**src/rtl/ctrl_mdio_sched_if.sv**
```systemverilog
// CPU request port and MDIO master command/readback bus of the MDIO scheduler.
// slave is the scheduler side, master the CPU/MDIO-master side.
interface ctrl_mdio_sched_if;
    logic        cpu_req;
    logic [31:0] cpu_cmd;
    logic        cpu_busy;
    logic        cpu_done;
    logic [15:0] cpu_rdata;
    logic        cpu_err;
    logic        mdio_wr;
    logic [31:0] mdio_data_wr;
    logic [31:0] mdio_data_rd;

    modport slave (
        input  cpu_req, cpu_cmd, mdio_data_rd,
        output cpu_busy, cpu_done, cpu_rdata, cpu_err, mdio_wr, mdio_data_wr
    );

    modport master (
        output cpu_req, cpu_cmd, mdio_data_rd,
        input  cpu_busy, cpu_done, cpu_rdata, cpu_err, mdio_wr, mdio_data_wr
    );
endinterface

```
**src/rtl/ctrl_mdio_sched.sv**
```systemverilog
// Shares one MDIO master between CPU one-shot accesses and a periodic status poller.
// Optional irq/irq_clr ports are built only when CTRL_MDIO_SCHED_IRQ_EN is defined.
module ctrl_mdio_sched #(
    parameter logic [4:0]  POLL_PHY    = 5'd0,
    parameter logic [4:0]  POLL_REG    = 5'd1,
    parameter logic [23:0] POLL_PERIOD = 24'd1000000,
    parameter logic [19:0] TIMEOUT     = 20'd65535
) (
    input  logic                   rst,
    input  logic                   up_clk,
    ctrl_mdio_sched_if.slave       bus,
    input  logic                   poll_en,
    output logic [15:0]            poll_status,
    output logic                   poll_valid,
    output logic                   link_up,
    output logic                   link_chg
`ifdef CTRL_MDIO_SCHED_IRQ_EN
    ,
    output logic                   irq,
    input  logic                   irq_clr
`endif
);

    typedef enum logic [2:0] {
        IDLE,
        ISSUE,
        WAIT_START,
        WAIT_DONE,
        COMPLETE
    } state_t;

    localparam logic        OWN_CPU  = 1'b0;
    localparam logic        OWN_POLL = 1'b1;
    localparam logic [31:0] POLL_CMD = {2'b10, 1'b0, POLL_PHY, 3'b000, POLL_REG, 16'h0000};

    state_t      state_q, state_d;
    logic        owner_q, owner_d;
    logic [31:0] cpu_cmd_q, cpu_cmd_d;
    logic        cpu_pend_q, cpu_pend_d;
    logic        poll_pend_q, poll_pend_d;
    logic [23:0] poll_cnt_q, poll_cnt_d;
    logic [19:0] to_cnt_q, to_cnt_d;
    logic        cpu_busy_q, cpu_busy_d;
    logic        cpu_done_q, cpu_done_d;
    logic [15:0] cpu_rdata_q, cpu_rdata_d;
    logic        cpu_err_q, cpu_err_d;
    logic [15:0] poll_status_q, poll_status_d;
    logic        poll_valid_q, poll_valid_d;
    logic        link_chg_q, link_chg_d;
    logic [31:0] mdio_data_wr_q, mdio_data_wr_d;

    logic        poll_wrap;
    logic        poll_clr;
    logic        fin;
    logic        fin_err;
    logic [15:0] fin_data;
    logic        rd_done;
    logic        timeout_hit;
    logic        unused_rd;

    assign rd_done   = bus.mdio_data_rd[29];
    assign unused_rd = ^{bus.mdio_data_rd[31:30], bus.mdio_data_rd[28:16]};

    // ISSUE and the edge into COMPLETE account for two of the TIMEOUT cycles,
    // so COMPLETE lands exactly TIMEOUT cycles after the ISSUE cycle.
    assign timeout_hit = (to_cnt_q >= (TIMEOUT - 20'd2));

    always_comb begin
        state_d        = state_q;
        owner_d        = owner_q;
        cpu_cmd_d      = cpu_cmd_q;
        cpu_pend_d     = cpu_pend_q;
        poll_cnt_d     = poll_cnt_q;
        to_cnt_d       = to_cnt_q;
        cpu_busy_d     = cpu_busy_q;
        cpu_done_d     = 1'b0;
        cpu_rdata_d    = cpu_rdata_q;
        cpu_err_d      = cpu_err_q;
        poll_status_d  = poll_status_q;
        poll_valid_d   = poll_valid_q;
        link_chg_d     = 1'b0;
        mdio_data_wr_d = mdio_data_wr_q;
        poll_wrap      = 1'b0;
        poll_clr       = 1'b0;
        fin            = 1'b0;
        fin_err        = 1'b0;
        fin_data       = 16'h0000;

        if (bus.cpu_req && !cpu_busy_q) begin
            cpu_cmd_d  = bus.cpu_cmd;
            cpu_pend_d = 1'b1;
            cpu_busy_d = 1'b1;
        end

        if (!poll_en) begin
            poll_cnt_d = 24'd0;
        end else if (poll_cnt_q == (POLL_PERIOD - 24'd1)) begin
            poll_cnt_d = 24'd0;
            poll_wrap  = 1'b1;
        end else begin
            poll_cnt_d = poll_cnt_q + 24'd1;
        end

        case (state_q)
            IDLE: begin
                if (cpu_pend_q) begin
                    owner_d        = OWN_CPU;
                    mdio_data_wr_d = cpu_cmd_q;
                    state_d        = ISSUE;
                end else if (poll_pend_q) begin
                    owner_d        = OWN_POLL;
                    mdio_data_wr_d = POLL_CMD;
                    state_d        = ISSUE;
                end
            end
            ISSUE: begin
                to_cnt_d = 20'd0;
                if (owner_q == OWN_CPU) begin
                    cpu_pend_d = 1'b0;
                end else begin
                    poll_clr = 1'b1;
                end
                state_d = WAIT_START;
            end
            WAIT_START: begin
                to_cnt_d = to_cnt_q + 20'd1;
                // The master's done flag is stale while idle; only trust it after a low.
                if (timeout_hit) begin
                    fin     = 1'b1;
                    fin_err = 1'b1;
                end else if (!rd_done) begin
                    state_d = WAIT_DONE;
                end
            end
            WAIT_DONE: begin
                to_cnt_d = to_cnt_q + 20'd1;
                if (rd_done) begin
                    fin      = 1'b1;
                    fin_data = bus.mdio_data_rd[15:0];
                end else if (timeout_hit) begin
                    fin     = 1'b1;
                    fin_err = 1'b1;
                end
            end
            COMPLETE: begin
                state_d = IDLE;
            end
            default: begin
                state_d = IDLE;
            end
        endcase

        // Results are registered on the edge into COMPLETE so they are visible during it.
        if (fin) begin
            state_d = COMPLETE;
            if (owner_q == OWN_CPU) begin
                cpu_done_d = 1'b1;
                cpu_busy_d = 1'b0;
                cpu_err_d  = fin_err;
                if (mdio_data_wr_q[31:30] == 2'b10) begin
                    cpu_rdata_d = fin_data;
                end
            end else if (!fin_err) begin
                poll_status_d = fin_data;
                poll_valid_d  = 1'b1;
                link_chg_d    = fin_data[2] ^ poll_status_q[2];
            end
        end

        // A wrap in the same cycle as the poll's ISSUE starts a fresh period.
        poll_pend_d = poll_en ? ((poll_pend_q & ~poll_clr) | poll_wrap) : 1'b0;
    end

    always_ff @(posedge up_clk or posedge rst) begin
        if (rst) begin
            state_q        <= IDLE;
            owner_q        <= OWN_CPU;
            cpu_cmd_q      <= 32'h0;
            cpu_pend_q     <= 1'b0;
            poll_pend_q    <= 1'b0;
            poll_cnt_q     <= 24'd0;
            to_cnt_q       <= 20'd0;
            cpu_busy_q     <= 1'b0;
            cpu_done_q     <= 1'b0;
            cpu_rdata_q    <= 16'h0;
            cpu_err_q      <= 1'b0;
            poll_status_q  <= 16'h0;
            poll_valid_q   <= 1'b0;
            link_chg_q     <= 1'b0;
            mdio_data_wr_q <= 32'h0;
        end else begin
            state_q        <= state_d;
            owner_q        <= owner_d;
            cpu_cmd_q      <= cpu_cmd_d;
            cpu_pend_q     <= cpu_pend_d;
            poll_pend_q    <= poll_pend_d;
            poll_cnt_q     <= poll_cnt_d;
            to_cnt_q       <= to_cnt_d;
            cpu_busy_q     <= cpu_busy_d;
            cpu_done_q     <= cpu_done_d;
            cpu_rdata_q    <= cpu_rdata_d;
            cpu_err_q      <= cpu_err_d;
            poll_status_q  <= poll_status_d;
            poll_valid_q   <= poll_valid_d;
            link_chg_q     <= link_chg_d;
            mdio_data_wr_q <= mdio_data_wr_d;
        end
    end

`ifdef CTRL_MDIO_SCHED_IRQ_EN
    logic irq_q, irq_d;

    always_comb begin
        irq_d = irq_q;
        if (irq_clr) begin
            irq_d = 1'b0;
        end
        if (link_chg_d || (cpu_done_d && cpu_err_d)) begin
            irq_d = 1'b1;
        end
    end

    always_ff @(posedge up_clk or posedge rst) begin
        if (rst) begin
            irq_q <= 1'b0;
        end else begin
            irq_q <= irq_d;
        end
    end

    assign irq = irq_q;
`endif

    assign bus.mdio_wr      = (state_q == ISSUE);
    assign bus.mdio_data_wr = mdio_data_wr_q;
    assign bus.cpu_busy     = cpu_busy_q;
    assign bus.cpu_done     = cpu_done_q;
    assign bus.cpu_rdata    = cpu_rdata_q;
    assign bus.cpu_err      = cpu_err_q;
    assign poll_status      = poll_status_q;
    assign poll_valid       = poll_valid_q;
    assign link_up          = poll_status_q[2];
    assign link_chg         = link_chg_q;

endmodule

```
**src/flat_wrapper.sv**
```systemverilog
// flat-port wrapper written by rule: the top's interface ports become plain ports
module ctrl_mdio_sched_flat 
#(
    parameter logic [4:0]  POLL_PHY    = 5'd0,
    parameter logic [4:0]  POLL_REG    = 5'd1,
    parameter logic [23:0] POLL_PERIOD = 24'd1000000,
    parameter logic [19:0] TIMEOUT     = 20'd65535
)
  (rst, up_clk, poll_en, poll_status, poll_valid, link_up, link_chg, bus_cpu_req, bus_cpu_cmd, bus_mdio_data_rd, bus_cpu_busy, bus_cpu_done, bus_cpu_rdata, bus_cpu_err, bus_mdio_wr, bus_mdio_data_wr);
  ctrl_mdio_sched_if bus_i ();
  input  logic rst;
  input  logic up_clk;
  input  logic poll_en;
  output logic [15:0] poll_status;
  output logic poll_valid;
  output logic link_up;
  output logic link_chg;
  input wire logic [$bits(bus_i.cpu_req)-1:0] bus_cpu_req;
  input wire logic [$bits(bus_i.cpu_cmd)-1:0] bus_cpu_cmd;
  input wire logic [$bits(bus_i.mdio_data_rd)-1:0] bus_mdio_data_rd;
  output wire logic [$bits(bus_i.cpu_busy)-1:0] bus_cpu_busy;
  output wire logic [$bits(bus_i.cpu_done)-1:0] bus_cpu_done;
  output wire logic [$bits(bus_i.cpu_rdata)-1:0] bus_cpu_rdata;
  output wire logic [$bits(bus_i.cpu_err)-1:0] bus_cpu_err;
  output wire logic [$bits(bus_i.mdio_wr)-1:0] bus_mdio_wr;
  output wire logic [$bits(bus_i.mdio_data_wr)-1:0] bus_mdio_data_wr;
  assign bus_i.cpu_req = bus_cpu_req;
  assign bus_i.cpu_cmd = bus_cpu_cmd;
  assign bus_i.mdio_data_rd = bus_mdio_data_rd;
  assign bus_cpu_busy = bus_i.cpu_busy;
  assign bus_cpu_done = bus_i.cpu_done;
  assign bus_cpu_rdata = bus_i.cpu_rdata;
  assign bus_cpu_err = bus_i.cpu_err;
  assign bus_mdio_wr = bus_i.mdio_wr;
  assign bus_mdio_data_wr = bus_i.mdio_data_wr;
  ctrl_mdio_sched #(.POLL_PHY(POLL_PHY), .POLL_REG(POLL_REG), .POLL_PERIOD(POLL_PERIOD), .TIMEOUT(TIMEOUT)) u_core (.rst(rst), .up_clk(up_clk), .bus(bus_i), .poll_en(poll_en), .poll_status(poll_status), .poll_valid(poll_valid), .link_up(link_up), .link_chg(link_chg));
endmodule
```
**config.mk**
```make
export PLATFORM = sky130hd
export DESIGN_NAME = ctrl_mdio_sched_flat
export DESIGN_NICKNAME = d
export VERILOG_FILES = /design/src/rtl/ctrl_mdio_sched_if.sv /design/src/rtl/ctrl_mdio_sched.sv /design/src/flat_wrapper.sv
export SDC_FILE = /design/constraint.sdc
export NUM_CORES = 1
export LEC_CHECK = 0
export ABC_AREA = 1
export CORE_UTILIZATION = 45
export DETAILED_ROUTE_END_ITERATION = 7
export PLACE_DENSITY_LB_ADDON = 0.12
export SLEW_MARGIN = 10
export SYNTH_ARGS = -nofsm -noshare
export SYNTH_HDL_FRONTEND = slang
export SYNTH_SLANG_ARGS = --single-unit
```
**constraint.sdc**
```tcl
create_clock -name up_clk -period 4.65 [get_ports up_clk]
set_input_delay 0.6975 -clock up_clk [delete_from_list [all_inputs] [get_ports up_clk]]
set_output_delay 0.6975 -clock up_clk [all_outputs]
set_load 0.01 [all_outputs]
```
==> results of run 1 <==
==> path summary, 6_finish.rpt <==
check	to	slack [ps]	cells past startpoint
max	bus_mdio_wr	1920	4
min	u_core.cpu_cmd_q[5]	470	2
max reg2reg	u_core.link_chg	2480	5
min reg2reg	u_core.cpu_cmd_q[5]	470	2
max in group asynchronous	u_core.cpu_cmd_q[3]	3330	3
min in group asynchronous	u_core.bus.cpu_rdata[2]	800	3
==> cells by family (layout without fill, tap and decap cells) <==
family / after synthesis / in the layout / synth area share (%)
compound gates: 108 / 108 / 11.1
xor+xnor: 10 / 10 / 1.28
fa+ha+maj: 4 / 4 / 0.733
buf+inv: 95 / 228 / 6.21
flops: 151 / 151 / 55.4
simple gates: 405 / 405 / 25.4
==> metrics by stage <==
stage,util [%],cells,hold WS (ps),area [um2]
6_report,59.8,1090,474,8750
5_1_grt,59.8,1090,494,8750
4_1_cts,59.8,1090,476,8750
3_5_place_dp,55.8,1058,460,8170
3_3_place_gp,55.8,1058,449,8170
2_1_floorplan,-,773,442,6830
==> metal layers <==
metal | track usage (%) | up-vias | wire (um)
met3 | 5.18 | 19 | 799
met1 | 27.5 | 2646 | 7200
met4 | 8.39 | 0 | 263
li1 | - | 2735 | -
met5 | 0 | - | 0
met2 | 34.4 | 152 | 7480
==> flip-flops by register name, summed over array words and instances (netlist names) <==
signal / count
u_core.bus.cpu_done: 1
u_core.bus.cpu_err: 1
u_core.cpu_cmd_q: 32
u_core.poll_status: 16
u_core.bus.mdio_data_wr: 32
u_core.poll_cnt_q: 24
u_core.link_chg: 1
u_core.cpu_pend_q: 1
u_core.bus.cpu_rdata: 16
u_core.owner_q: 1
u_core.state_q: 3
u_core.poll_valid: 1
u_core.to_cnt_q: 20
u_core.bus.cpu_busy: 1
u_core.poll_pend_q: 1
==> tightest hold or removal path: cells and delay by family, from the launching register on <==
family           cells  cell delay [ps]
DFF                  1              350
and+or+nand+nor      2               90
==> cell usage in the layout, fill, tap and decap left out, types with 2 or more instances in the layout <==
cell type	instances
nand4_1	12
clkbuf_16	17
a21oi_1	9
nor3_1	18
clkinv_2	2
nand2_1	240
buf_4	3
inv_2	5
nand3_1	34
nor3b_1	2
inv_6	5
o21ai_2	21
nor2_1	73
inv_8	2
clkinvlp_4	4
clkdlybuf4s50_1	123
a22o_1	30
o21ai_1	11
dfrtp_1	151
nand3_2	2
nand2_2	5
o22ai_1	4
xor2_1	7
o21ai_0	28
or2_2	5
inv_1	62
ha_1	4
nor2_2	5
xnor2_1	3
nor2_4	3
==> cell type report <==
type | instances | share of cell area [%]
repair buffers | 127 | 14.6
well taps | 184 | 2.63
multi-input cells | 527 | 30.0
clock inverters | 14 | 1.57
clock buffers | 18 | 5.02
inverters | 69 | 3.00
flip-flops and latches | 151 | 43.2
==> power breakdown <==
group	leakage, nW	switching (W)	internal [W]	total (W)
Clock	0.278	0.000581	0.000764	0.00135
Combinational	1.70	0.000770	0.000709	0.00148
Sequential	1.99	0.000237	0.00170	0.00194
==> metrics, run 1 <==
cell family with most CP delay=buffers and inverters; CTS Hold Buffers Added=0; Worst-path clk slew=60 ps; Fillers=about 1300; Avg Inst Size Synth=~8.8 um2; Longest Clk Path Bufs=2; CTS Sinks=151; ys async rst share=100%; largest cells by area after synthesis=dfrtp_1 (55%), nand2_1 (13%), nor2_1 (4.1%), a22o_1 (3.8%), inv_1 (3.5%); Worst EP arrival=2030 ps; Synth area leader=dfrtp_1; worst setup margin=approximately 1900 ps; clk_lat worst skew=between 400 and 500 ps; status=complete, but fails checks; most frequent cell after synthesis=nand2_1; Critical path buffers and inverters=2; failing checks=DRC; post-synthesis cell type count=39; Reg area=3780 um2; Num CTS Buffers=17; Commonest cells post-synth=nand2_1 (240), dfrtp_1 (151), nor2_1 (75); largest net degree at the start of global routing=101; register area share after synthesis=between 50 and 60%; RR Startpoint=u_core.state_q[2]; routability cong.=0.900; grt ovf=0; area of the mapped netlist=just under 7000 um2; top cell type's share of synthesized area=between 50% and 60%; Cell Chain, Critical Path=inv_1 -> nand2_1 -> nor2_1 -> clkdlybuf4s50_1; maximum vdd drop=0.000317 V; Post-layout nets=965; Port-buffer cells=around 120; syn nets=approximately 850; actual slew at the worst max-slew pin=roughly 1100 ps; power per cell area=~540 nW/um2; detailed-route via count=between 5000 and 6000; Worst setup EP type=primary output; Syn Inst Count=about 770; Die Footprint=about 16000 um2; Rows=44; first-pass GRT wire length=between 20000 and 30000 um; slowest stage delay, CP=roughly 640 ps; Final Hold Viols=0; Starting Density=between 40 and 50%; fraction of layout cells with a size suffix above 1=9.71%; Post-CTS Setup Bufs=0; multi-input logic area=2630 um2; TNS Setup=0 ps; Critical Path Start Type=register; Max FO, Critical Path=7; Final setup viols=0; aggregate global-route resource usage=approximately a fifth; Post-Route WL=approximately 16000 um; post-DP HPWL=10700 um; top-level port count=between 100 and 150; clock root buffer=clkbuf_16; Place WS=about 1900 ps; Area Growth Syn to Fin=28.2%; max-cap check violation count=0; slowest CP cell=clkdlybuf4s50_1; fmax=roughly 370 MHz; DIE WIDTH=roughly 130 um; Leakage=between 3 and 4 nW; Critical Path RT=roughly 4000 ps; Post-synth EDFFs=0; max_slew headroom=roughly a quarter; vias in the first global route=between 5000 and 6000; Post-synth top flop=dfrtp_1; Final ANT Viol Nets=0; Crit Path Class=reg2out; Tot Pwr=around 0.0048 W; drt wl/cell=around 14 um; HP Class=reg2reg; RSZ-0062 raised after global routing=no; DR vias/cell=roughly 5; minimum clock period=between 2000 and 3000 ps; Yosys warnings=0; diode count=0; core region area=~15000 um2; DIE HEIGHT=125 um; Worst Clk Skew=between 7 and 8 ps; antenna violations before repair=0; Pre-antenna DRT Iters=8; Remaining DRCs=20; CTS tree=built; CP startpoint=u_core.state_q[2]; H-tree levels=4; HP Start=u_core.cpu_cmd_q[5]; post-cts sizing count=0; number of DRC markers in iteration 0=~420; #FFs+latches synth=roughly 150; Max Slew Vio Count=0; part of the cycle the worst path needs=between 50% and 60%
No activity file was read; power rests on OpenSTA's default activity.
==> run 2, diff against run 1 <==
Clock period 4.65 ns to 2.85 ns, I/O delays scaled along.
==> run 2 against run 1 <==
- the run still ends with DRC left
- hold slack got worse by 82 ps
- via count increased by 0.40%
- total power increased by 68%
- sequential power increased by 63%
- first-iteration DRC count decreased by 10%
- global-route usage increased by 0.75 points
- clock power increased by 76%
- worst setup slack got worse by 1200 ps
- routed wire length increased by 2.2%
==> metrics, run 2 (synthesis results as in run 1) <==
Crit Path Class=reg2out; clock root buffer=clkbuf_16; Pre-antenna DRT Iters=8; CTS Hold Buffers Added=0; Worst-path clk slew=approximately 60 ps; Seq pwr share=~40%; Worst setup EP type=primary output; actual slew at the worst max-slew pin=about 1200 ps; aggregate global-route resource usage=roughly 22%; diode count=0; antenna violations before repair=0; Remaining DRCs=22; number of DRC markers in iteration 0=around 380; fraction of layout cells with a size suffix above 1=10.2%; first-pass GRT wire length=27600 um; status=complete, but fails checks; Longest Clk Path Bufs=2; fin area=roughly 8800 um2; core region area=14600 um2; post-DP HPWL=around 11000 um; Final ANT Viol Nets=0; power per cell area=between 900 and 1000 nW/um2; detailed-route via count=between 5000 and 6000; part of the cycle the worst path needs=between 70% and 80%; switching pwr=around 0.0026 W; CTS tree=built; Clk network pwr share=between 20% and 30%; cell family with most CP delay=buffers and inverters; Port-buffer cells=~120; Post-CTS Setup Bufs=0; Post-Route WL=16100 um; Reg2Reg Setup Slack=740 ps; Die Footprint=roughly 16000 um2; Critical path buffers and inverters=3; Critical Path RT=~2400 ps; most frequent cells in the layout=nand2_1 (240), dfrtp_1 (151), clkdlybuf4s50_1 (123), nor2_1 (73), inv_1 (62); multi-input logic area=between 2000 and 3000 um2; Util after Layout=60.4%; DIE HEIGHT=between 100 and 150 um; minimum clock period=2170 ps; Cell Chain, Critical Path=inv_1 -> nand2_1 -> nor2_1 -> buf_4 -> clkdlybuf4s50_1; Sw Share=32.2%; TNS Setup=0 ps; top-level port count=roughly 140; failing checks=DRC; Final Hold Viols=0; reg2reg path depth=6; Critical Path Start Type=register; Area after DPL=about 8200 um2; Final setup viols=0; Hold Slack=slightly below 400 ps; max_slew headroom=between 20% and 30%; Leakage=approximately 4 nW; Reg area=~3800 um2; clk_lat worst skew=420 ps; vias in the first global route=about 5700; fin cells=between 1000 and 1500; CTS Sinks=151; grt ovf=0; Max Slew Vio Count=0; largest net degree at the start of global routing=71; most common cell after layout, fill and taps aside=nand2_1; fmax=between 400 and 500 MHz; post-cts sizing count=0; Fillers=1276; Critical R2R Capture=u_core.poll_cnt_q[16]; Starting Density=between 40% and 50%; Max FO, Critical Path=7; max-cap check violation count=0; placed instance count=1063; RR Startpoint=u_core.poll_cnt_q[0]; slowest CP cell=clkdlybuf4s50_1; slowest stage delay, CP=540 ps; routability cong.=0.889; Worst EP arrival=1750 ps; DR vias/cell=just over 5; RSZ-0062 raised after global routing=no; DIE WIDTH=about 130 um; Rows=44; maximum vdd drop=about 0.00061 V; internal power=0.00542 W; Area Growth Syn to Fin=29.5%; Num CTS Buffers=17; HP Class=in2async; drt wl/cell=approximately 15 um; Worst Clk Skew=between 8 and 9 ps; combinational share of power=between 30 and 40%; H-tree levels=4; Post-layout nets=between 900 and 1000
[run 2: cell types whose count changed in the layout (fill, tap and decap cells not counted)]
cell | previous run | this run
buf_4 | 3 | 8
bufinv_16 | 1 | 4
inv_6 | 5 | 2
clkinv_4 | 1 | 3
inv_8 | 2 | 0
clkbuf_8 | 1 | 0
clkinv_2 | 2 | 3
[run 2: worst max path at each step]
| stage | startpoint | end | slack (ps) | depth (start not counted) |
|---|---|---|---|---|
| after CTS | u_core.state_q[2] | bus_mdio_wr | 640 | 5 |
| after floorplan | rst | u_core.bus.cpu_busy | 520 | 1 |
| final | u_core.state_q[2] | bus_mdio_wr | 680 | 5 |
| after global routing | u_core.poll_cnt_q[0] | u_core.poll_cnt_q[3] | 480 | 6 |
| after global placement | u_core.poll_cnt_q[0] | u_core.poll_cnt_q[9] | 800 | 6 |
| after detailed placement | u_core.poll_cnt_q[0] | u_core.poll_cnt_q[16] | 740 | 6 |
[run 2: per-layer routing]
metal / wire length, um / vias up / global-route usage, %
met5: 0 / - / 0
met4: 393 / 0 / 8.39
met3: 738 / 27 / 5.35
met2: 7570 / 119 / 36.2
met1: 7400 / 2668 / 28.0
li1: - / 2760 / -
[run 2: through the flow]
| stage | power, W | setup WS, ps |
|---|---|---|
| floorplan | 0.00449 | 520 |
| global placement | 0.00558 | 805 |
| detailed placement | 0.00567 | 735 |
| CTS | 0.00809 | 645 |
| global route | 0.00848 | 482 |
| finish | 0.00800 | 676 |
[run 2: power by group through the flow]
stage | sequential, W | combinational, W | clock, W
finish | 0.00317 | 0.00246 | 0.00238
CTS | 0.00317 | 0.00250 | 0.00242
floorplan | 0.00329 | 0.00120 | 0
detailed placement | 0.00319 | 0.00248 | 0
global placement | 0.00316 | 0.00242 | 0
global route | 0.00324 | 0.00272 | 0.00251
[run 2: area by class of cell]
type                            instances  area share [%]
Sequential cell                       151            42.8
Multi-Input combinational cell        527            29.7
Timing Repair Buffer                  132            14.8
Clock buffer                           17            4.81
Inverter                               69            2.97
Tap cell                              184            2.60
Clock inverter                         15            2.28
